===== src/rtl/vga_pmod_monitor.sv =====
// rtl/vga_pmod_monitor.sv - receive-side raster timing checker and pixel probe for the TinyVGA PMOD bus
module vga_pmod_monitor #(
  parameter int unsigned H_TOTAL_CLK = 1600,
  parameter int unsigned H_SYNC_CLK  = 192,
  parameter int unsigned V_TOTAL     = 525,
  parameter int unsigned V_SYNC      = 2,
  parameter int unsigned CNT_W       = 12,
  parameter int unsigned LINE_W      = 10
) (
  input  logic              clk,
  input  logic              reset,
  input  logic [7:0]        vga_in,
  input  logic [CNT_W-1:0]  probe_x,
  input  logic [LINE_W-1:0] probe_y,
  input  logic              clear_err,
  output logic [CNT_W-1:0]  line_clks,
  output logic [CNT_W-1:0]  hsync_clks,
  output logic [LINE_W-1:0] frame_lines,
  output logic [LINE_W-1:0] vsync_lines,
  output logic              frame_done,
  output logic [15:0]       frame_count,
  output logic              locked,
  output logic              err_h,
  output logic              err_v,
  output logic [5:0]        probe_rgb,
  output logic              probe_valid
);

  typedef enum logic [1:0] {UNLOCKED, ACQUIRE, LOCKED} state_t;

  localparam logic [CNT_W-1:0]  H_MAX     = '1;
  localparam logic [LINE_W-1:0] V_MAX     = '1;
  localparam logic [CNT_W-1:0]  H_TOTAL_W = CNT_W'(H_TOTAL_CLK);
  localparam logic [CNT_W-1:0]  H_SYNC_W  = CNT_W'(H_SYNC_CLK);
  localparam logic [LINE_W-1:0] V_TOTAL_W = LINE_W'(V_TOTAL);
  localparam logic [LINE_W-1:0] V_SYNC_W  = LINE_W'(V_SYNC);

  logic [7:0]        s1;
  logic              hs_d;
  logic              vs_d;
  logic              hs, vs;
  logic              hs_rise, hs_fall, vs_rise, vs_fall;
  logic [CNT_W-1:0]  h_cnt;
  logic [CNT_W-1:0]  h_meas;
  logic [LINE_W-1:0] v_cnt;
  state_t            state, state_nxt;
  logic              skip_line;
  logic              acq_bad;
  logic              probe_done;
  logic              probe_hit;
  logic              h_mis, v_mis;

  // Sync bits are active low on the pins; only their delayed copies are needed in the second stage.
  assign hs      = ~s1[7];
  assign vs      = ~s1[3];
  assign hs_rise = hs & ~hs_d;
  assign hs_fall = ~hs & hs_d;
  assign vs_rise = vs & ~vs_d;
  assign vs_fall = ~vs & vs_d;

  // h_cnt is 0 on the cycle after the assert edge, so the edge cycle is added back when measuring;
  // the same saturating value is the counter's next state.
  assign h_meas = (h_cnt == H_MAX) ? H_MAX : h_cnt + 1'b1;

  // The first line after entering LOCKED is exempt from the length check.
  assign h_mis = (hs_rise && (h_meas != H_TOTAL_W) && !((state == LOCKED) && skip_line))
               || (hs_fall && (h_meas != H_SYNC_W));
  assign v_mis = vs_rise && ((v_cnt != V_TOTAL_W) || (vsync_lines != V_SYNC_W));

  assign probe_hit = (h_cnt == probe_x) && (v_cnt == probe_y) && !probe_done;

  // Input register stage; reset to idle (syncs deasserted) so no edge is seen when reset releases.
  always_ff @(posedge clk or posedge reset) begin
    if (reset) begin
      s1   <= 8'h88;
      hs_d <= 1'b0;
      vs_d <= 1'b0;
    end else begin
      s1   <= vga_in;
      hs_d <= hs;
      vs_d <= vs;
    end
  end

  // Horizontal clock counter with line length and hsync width capture.
  always_ff @(posedge clk or posedge reset) begin
    if (reset) begin
      h_cnt      <= '0;
      line_clks  <= '0;
      hsync_clks <= '0;
    end else begin
      if (hs_rise) begin
        line_clks <= h_meas;
        h_cnt     <= '0;
      end else begin
        h_cnt     <= h_meas;
      end
      if (hs_fall) hsync_clks <= h_meas;
    end
  end

  // Line counter with frame length and vsync width capture.
  always_ff @(posedge clk or posedge reset) begin
    if (reset) begin
      v_cnt       <= '0;
      frame_lines <= '0;
      vsync_lines <= '0;
    end else begin
      if (vs_rise) begin
        frame_lines <= v_cnt;
        v_cnt       <= hs_rise ? LINE_W'(1) : '0;
      end else if (hs_rise && (v_cnt != V_MAX)) begin
        v_cnt       <= v_cnt + 1'b1;
      end
      if (vs_fall) vsync_lines <= v_cnt;
    end
  end

  // Frame pulse and wrapping frame counter.
  always_ff @(posedge clk or posedge reset) begin
    if (reset) begin
      frame_done  <= 1'b0;
      frame_count <= '0;
    end else begin
      frame_done <= vs_rise;
      if (vs_rise) frame_count <= frame_count + 1'b1;
    end
  end

  // Lock state register.
  always_ff @(posedge clk or posedge reset) begin
    if (reset) state <= UNLOCKED;
    else       state <= state_nxt;
  end

  // Lock next-state: acquire on a vsync, lock after a clean frame, fall back on any mismatch.
  always_comb begin
    state_nxt = state;
    case (state)
      UNLOCKED: if (vs_rise) state_nxt = ACQUIRE;
      ACQUIRE:  if (vs_rise && !acq_bad && !h_mis && !v_mis) state_nxt = LOCKED;
      LOCKED:   if (h_mis || v_mis) state_nxt = ACQUIRE;
      default:  state_nxt = UNLOCKED;
    endcase
  end

  // Lock outputs.
  always_comb begin
    locked = (state == LOCKED);
  end

  // Frame-quality tracking while acquiring, and the first-line exemption after locking.
  // A mismatch that drops lock mid-frame taints the rest of that frame.
  always_ff @(posedge clk or posedge reset) begin
    if (reset) begin
      acq_bad   <= 1'b0;
      skip_line <= 1'b0;
    end else begin
      case (state)
        ACQUIRE: begin
          if (vs_rise)    acq_bad <= 1'b0;
          else if (h_mis) acq_bad <= 1'b1;
          skip_line <= (state_nxt == LOCKED);
        end
        LOCKED: begin
          if (h_mis || v_mis) acq_bad <= ~vs_rise;
          if (hs_rise) skip_line <= 1'b0;
        end
        default: begin
          acq_bad   <= 1'b0;
          skip_line <= 1'b0;
        end
      endcase
    end
  end

  // Sticky error flags; a new error in the clearing cycle takes priority.
  always_ff @(posedge clk or posedge reset) begin
    if (reset) begin
      err_h <= 1'b0;
      err_v <= 1'b0;
    end else begin
      if ((state == LOCKED) && h_mis) err_h <= 1'b1;
      else if (clear_err)             err_h <= 1'b0;
      if ((state == LOCKED) && v_mis) err_v <= 1'b1;
      else if (clear_err)             err_v <= 1'b0;
    end
  end

  // Pixel probe: capture the colour once per line at the programmed coordinate.
  always_ff @(posedge clk or posedge reset) begin
    if (reset) begin
      probe_rgb   <= '0;
      probe_valid <= 1'b0;
      probe_done  <= 1'b0;
    end else begin
      probe_valid <= probe_hit;
      if (probe_hit) probe_rgb <= {s1[0], s1[4], s1[1], s1[5], s1[2], s1[6]};
      probe_done <= hs_rise ? 1'b0 : (probe_done | probe_hit);
    end
  end

endmodule


===== config.mk =====
export PLATFORM = sky130hd
export DESIGN_NAME = vga_pmod_monitor
export DESIGN_NICKNAME = d
export VERILOG_FILES = /design/src/rtl/vga_pmod_monitor.sv
export SDC_FILE = /design/constraint.sdc
export NUM_CORES = 1
export LEC_CHECK = 0
export ABC_AREA = 1
export CORE_MARGIN = 5
export CORE_UTILIZATION = 30
export CTS_CLUSTER_DIAMETER = 80
export CTS_CLUSTER_SIZE = 8
export DETAILED_ROUTE_END_ITERATION = 8
export DONT_BUFFER_PORTS = 1
export SETUP_SLACK_MARGIN = 0.5
export SYNTH_ARGS = -nofsm -noshare
export SYNTH_HDL_FRONTEND = slang
export SYNTH_SLANG_ARGS = --single-unit

===== constraint.sdc =====
create_clock -name clk -period 7.25 [get_ports clk]
set_input_delay 0.725 -clock clk [delete_from_list [all_inputs] [get_ports clk]]
set_output_delay 0.725 -clock clk [all_outputs]
set_load 0.02 [all_outputs]

* Word level (Yosys, flattened, before mapping)
Index checks and enable logic that the tools add are counted.
Operators by class: reductions and logical operators 26, order comparisons 0, multiplexer cells 19, $add $sub $neg 3, shift-type cells 0, $mul 0, div/mod/pow operators 0, eq/ne operators 14, bitwise operators 10
Operator list (count):
- 12-bit two-way mux | 2
- 10-bit two-way mux | 2
- 10-bit inequality test (second input constant) | 2
- 16-bit by 1-bit adder with 16-bit output (second input constant) | 1
- 1-bit logical AND | 13
- 12-bit by 1-bit adder with 12-bit output (second input constant) | 1
- 12-bit == test | 1
- 12-bit == test (second input constant) | 1
- 12-bit by 11-bit inequality test with 1-bit output (second input constant) | 1
- 12-bit by 8-bit inequality test with 1-bit output (second input constant) | 1
- 10-bit by 1-bit adder with 10-bit output (second input constant) | 1
- 10-bit == test | 1
- 10-bit by 2-bit inequality test with 1-bit output (second input constant) | 1
- 1-bit two-way mux | 9
- 2-bit two-way mux | 3
- 2-bit one-hot mux with 3 select lines | 1
- 2-bit nonzero test | 3
- 1-bit logical NOT | 5
- 1-bit NOT | 5
- 1-bit bitwise AND | 4
- 2-bit == test (second input constant) | 2
- 2-bit by 1-bit inequality test with 1-bit output (second input constant) | 2
- 1-bit one-hot mux with 2 select lines | 2
- 1-bit logical OR | 3
- other kinds (5) | 5
Word-level totals: register bits 107, RAM bits 0, memories kept 0, output and inout bits 71, ROM bits 0, bits of input ports 33, latch bits 0

* Depth between registers and ports, before layout
depth after elaboration 13, gate-level depth with buffers 19, gate-level depth less buffers 19

* Worst setup path before layout
Ideal clock, no wire load.
path type in2reg, from in probe_y[4], to reg probe_rgb[0], setup slack 5.144 ns, library setup time 0.125 ns, data arrival time 1.981 ns, stages on the path 7, path buffers 0, path through xor2_1 > nor3b_1 > nand4_1 > nor4_1 > nand3_1 > nor2_2 > mux2_2
On the way: longest elaborated chain between the ends 3
RTL lines:
- start: declaration | RTL line 14 | input logic [LINE_W-1:0] probe_y,
- 10-bit == test | RTL line 70 | assign probe_hit = (h_cnt == probe_x) && (v_cnt == probe_y) && !probe_done;
- 1-bit logical AND (2 in series) | RTL line 70
- named net probe_hit | RTL line 50 | logic probe_hit;
- end signal: assignment | RTL line 198 | if (probe_hit) probe_rgb <= {s1[0], s1[4], s1[1], s1[5], s1[2], s1[6]};
- end: declaration | RTL line 25 | output logic [5:0] probe_rgb,
The timed path passes the listed nets, and every way through them passes these cells. A chain may end at the register's enable or synchronous reset.

* Worst setup path after layout
from reg h_cnt[0], to reg skip_line
On the way: longest elaborated chain between the ends 13, elaborated cells on any way between the ends 18
RTL lines:
- start: declaration | RTL line 43 | logic [CNT_W-1:0] h_cnt;
- start signal: assignment | RTL line 96 | h_cnt <= h_meas;
- 12-bit by 1-bit adder with 12-bit output or 12-bit == test (tied branches) | RTL line 63 | assign h_meas = (h_cnt == H_MAX) ? H_MAX : h_cnt + 1'b1;
- 12-bit two-way mux (*) | RTL line 63
- 12-bit by 11-bit inequality test with 1-bit output | RTL line 66 | assign h_mis = (hs_rise && (h_meas != H_TOTAL_W) && !((state == LOCKED) && skip_line))
- 1-bit logical AND (2 in series) | RTL line 66
- 1-bit logical OR (*) | RTL line 67 | || (hs_fall && (h_meas != H_SYNC_W));
- 1-bit logical NOT | RTL line 141 | ACQUIRE: if (vs_rise && !acq_bad && !h_mis && !v_mis) state_nxt = LOCKED;
- 1-bit logical AND (2 in series) | RTL line 141
- 2-bit two-way mux | RTL line 141
- 2-bit one-hot mux with 3 select lines (*) | RTL line 139 | case (state)
- 2-bit == test (*) | RTL line 163 | skip_line <= (state_nxt == LOCKED);
- 1-bit one-hot mux with 2 select lines (*) | RTL line 159 | case (state)
- end signal: assignment | RTL line 163
- end: declaration | RTL line 47 | logic skip_line;
Mark *: on every way between the ends. The rest lies on a longest branch, timed or not.

==> results.toml <==
[clocking]
cts-resized-gates = 0
cts_setup_buffers = 0
htreeDepth = 3
cts_made_buffers = 9
cts_tree = "done"
cts.sink_count = 107
clock-root-buffer = "sky130_fd_sc_hd__clkbuf_16"
cts_hold_buffers = 0
clkSlewWorstSetupHoldPaths_ns = 0.08
clock_path_buffers = 2
clk_latency_ns = 0.35

[logic_synthesis]
synth-edff-count = 0
part_of_the_yosys_area_used_for_sequential_elements_pct = 54.0
synth_top_family_by_area = "simple AND/OR/NAND/NOR gates"
syn_inst = 559
yosys.cell_types.count = 35
synthXorXnorAreaFrac_pct = 4.94
synth_compound_gate_area_share_pct = 6.98
dominantRegCellSynth = "sky130_fd_sc_hd__dfrtp_1"
post_syn_nets = 600
synth_async_sr_flop_share_pct = 100
postSynthAreaPerCell_sq_um = 8.88
synth-seq-cells = 107
yosysTopAreaCell = "sky130_fd_sc_hd__dfrtp_1"
synthesis.yosys.warnings = 0
yosys.area.top_type_share_pct = 52.9
post_synth_and_or_nand_nor_area_fraction_pct = 24.3
cell_area_after_synthesis_sq_um = 4960
synth_top_cells_by_area = "sky130_fd_sc_hd__dfrtp_1 53%, sky130_fd_sc_hd__nand2_1 11%, sky130_fd_sc_hd__o21ai_0 5.0%"
synth.mux.area_fraction_pct = 1.36
fraction_of_the_mapped_netlist_area_in_adder_cells_pct = 2.02

[worst_setup_path]
crit_path_cell_trace = "ha_1 > nand2_1 > nor2_2 > nand3_2 > nand3_1 > nand2_1 > nand3b_1 > nand2_2 > nand2_4 > nor2_4 > nand2_1 > nand2_1 > nand3_1 > nand2_1 > nand2_1 > nand2_1"
worst-path-max-fanout = 13
critPathTopFamily = "simple AND/OR/NAND/NOR gates"
timing.critical_path.from_type = "flip-flop"
worst_path_most_repeated_cell = "sky130_fd_sc_hd__nand2_1"
timing.critical_path.arrival_ns = 2.76
critPathMaxStageDelay_ns = 0.45
crit_buf_inv = 0
worst_ep_required_time_ns = 7.53
worstSetupPathType = "reg -> reg"
setup.worst_path.end_class = "flip-flop"
slowest_stage = "sky130_fd_sc_hd__dfrtp_1"

[final_layout]
multi_input_area_sq_um = 1960
area_taken_by_flip_flops_and_latches_sq_um = 2680
num_antenna_cells = 0
num-fill-cells = 1684
final_nets = 601
layout.cells.most_common_list = "142 x sky130_fd_sc_hd__nand2_1, 105 x sky130_fd_sc_hd__dfrtp_1, 65 x sky130_fd_sc_hd__inv_1, 50 x sky130_fd_sc_hd__o21ai_0, 38 x sky130_fd_sc_hd__nor2_1"
final_layout_size_suffix_gt1_share_pct = 10.1
layout.cells.most_common = "sky130_fd_sc_hd__nand2_1"
syn_to_final_growth_pct = 10.5

[min_path]
worst_hold_path_type = "in -> async"

[placed_design]
gp_routability_congestion = 0.808
dp_hpwl_um = 8280
place.port_buffers = 0

[floorplanning]
std_cell_core_area_sq_um = 16400
design.die.area_sq_um = 19200
floorplan.die.width_um = 139
initial_utilization_pct = 30.3
ioPinCount = 104
die-height_um = 139
floorplan.rows = 47

[grt]
pin_count_of_the_biggest_net_entering_global_routing = 69
grt_pass1_vias = 3387
wire_length_of_the_first_global_routing_pass_um = 18500
global_route.overflow_total = 0
grt_antenna_before_repair = 0
grtUsageTotal_pct = 12.0

[timing]
timing.max_slew.rel_slack_pct = 41.9
rsz_0062_raised_after_global_routing = "no"
worst_clock_skew_ns = 0.0122
worst_slew_pin_slew_ns = 0.870
setup_viol = 0
timing.final.hold_violations = 0
final.period_utilization_pct = 34.2
timing_max_transition_violations_final = 0
max_freq_mhz = 403
fin_setup_tns_ns = 0
finalCriticalPeriod_ns = 2.48
min_hold_slack_ns = 0.265

[power_and_ir_drop]
power.density_nw_per_um2 = 259
total_leakage_power_uw = 0.00260
peakVddDrop_mv = 0.136
total_power_uw = 1420

[detailed_routing]
finalWirelength_um = 11200
route.antenna.remaining_nets = 0
dr.pass1.iters = 4
drc_errors = 0
vias = 3472
routed_via_density = 4.42
routed_wire_length_per_instance_um = 14.3
initialDrtViolationCount = 266

[status]
run_status = "complete, no violations"

[job]
drv_cap = 0
==> state kept, by name, indices dropped and copies added, names as in the netlist, 2 cells and up <==
signal	count
s1	8
state	2
line_clks	12
frame_lines	10
frame_count	16
hsync_clks	12
v_cnt	10
vsync_lines	10
probe_rgb	6
h_cnt	12
==> layer usage <==
metal / wire (um) / global-route usage [%] / up-vias
li1: - / - / 1786
met1: 5160 / 15.7 / 1600
met2: 5280 / 18.9 / 76
met3: 614 / 3.83 / 10
met4: 160 / 4.12 / 0
met5: 0 / 0 / -
==> cells by family (layout without fill, tap and decap cells) <==
kind of cell	after synthesis	in the layout
AND/OR/NAND/NOR	262	262
flip-flops	107	107
buffers and inverters	82	88
AO/OA/AOI/OAI	66	66
XOR/XNOR	28	28
adder cells (fa/ha/maj)	8	8
multiplexers	6	6
==> per-stage QoR <==
| stage | utilization, % | std cells | area (sq um) | setup WS (ns) |
|---|---|---|---|---|
| after floorplan | - | 559 | 4960 | 3.71 |
| after global placement | 31.7 | 769 | 5200 | 4.73 |
| after detailed placement | 31.7 | 769 | 5200 | 4.67 |
| after CTS | 33.4 | 785 | 5490 | 4.72 |
| after global routing | 33.4 | 785 | 5490 | 4.36 |
| final | 33.4 | 785 | 5490 | 4.77 |
==> path summary, 6_finish.rpt <==
check	from	to	slack, ns	depth (start not counted)
worst max-delay path	h_cnt[0]	skip_line	4.77	16
max in group asynchronous	reset	hsync_clks[9]	5.75	2
worst min register to register	s1[7]	hs_d	0.45	1
min in group clk	vga_in[7]	s1[7]	0.37	0
worst max register to register	h_cnt[0]	skip_line	4.77	16
worst min-delay path	reset	frame_count[14]	0.26	1
==> synth_stat cells, types with 4 or more instances <==
library cell               count
sky130_fd_sc_hd__ha_1          8
sky130_fd_sc_hd__nand2_1     142
sky130_fd_sc_hd__inv_1        66
sky130_fd_sc_hd__xnor2_1      13
sky130_fd_sc_hd__nor2_2        5
sky130_fd_sc_hd__dfrtp_1     105
sky130_fd_sc_hd__nand3_1      27
sky130_fd_sc_hd__nand4_1      12
sky130_fd_sc_hd__clkbuf_1     11
sky130_fd_sc_hd__nor2_1       38
sky130_fd_sc_hd__a21oi_1       7
sky130_fd_sc_hd__nand3_2       7
sky130_fd_sc_hd__o21ai_0      50
sky130_fd_sc_hd__xor2_1       15
sky130_fd_sc_hd__or2_2         7
sky130_fd_sc_hd__mux2_2        6
sky130_fd_sc_hd__nor3_1        7
sky130_fd_sc_hd__nand2_2       4
==> cell type report <==
class,instances,share of cell area [%]
Sequential cell,107,48.8
Inverter,69,4.77
Clock buffer,10,4.17
Timing Repair Buffer,3,0.410
Tap cell,220,5.02
Clock inverter,6,0.981
Multi-Input combinational cell,370,35.8
==> power breakdown <==
part           switching (uW)  internal, uW  total (uW)
combinational             120          68.8         189
clock                     233           241         474
sequential                107           652         759
No activity file was read; power rests on OpenSTA's default activity.
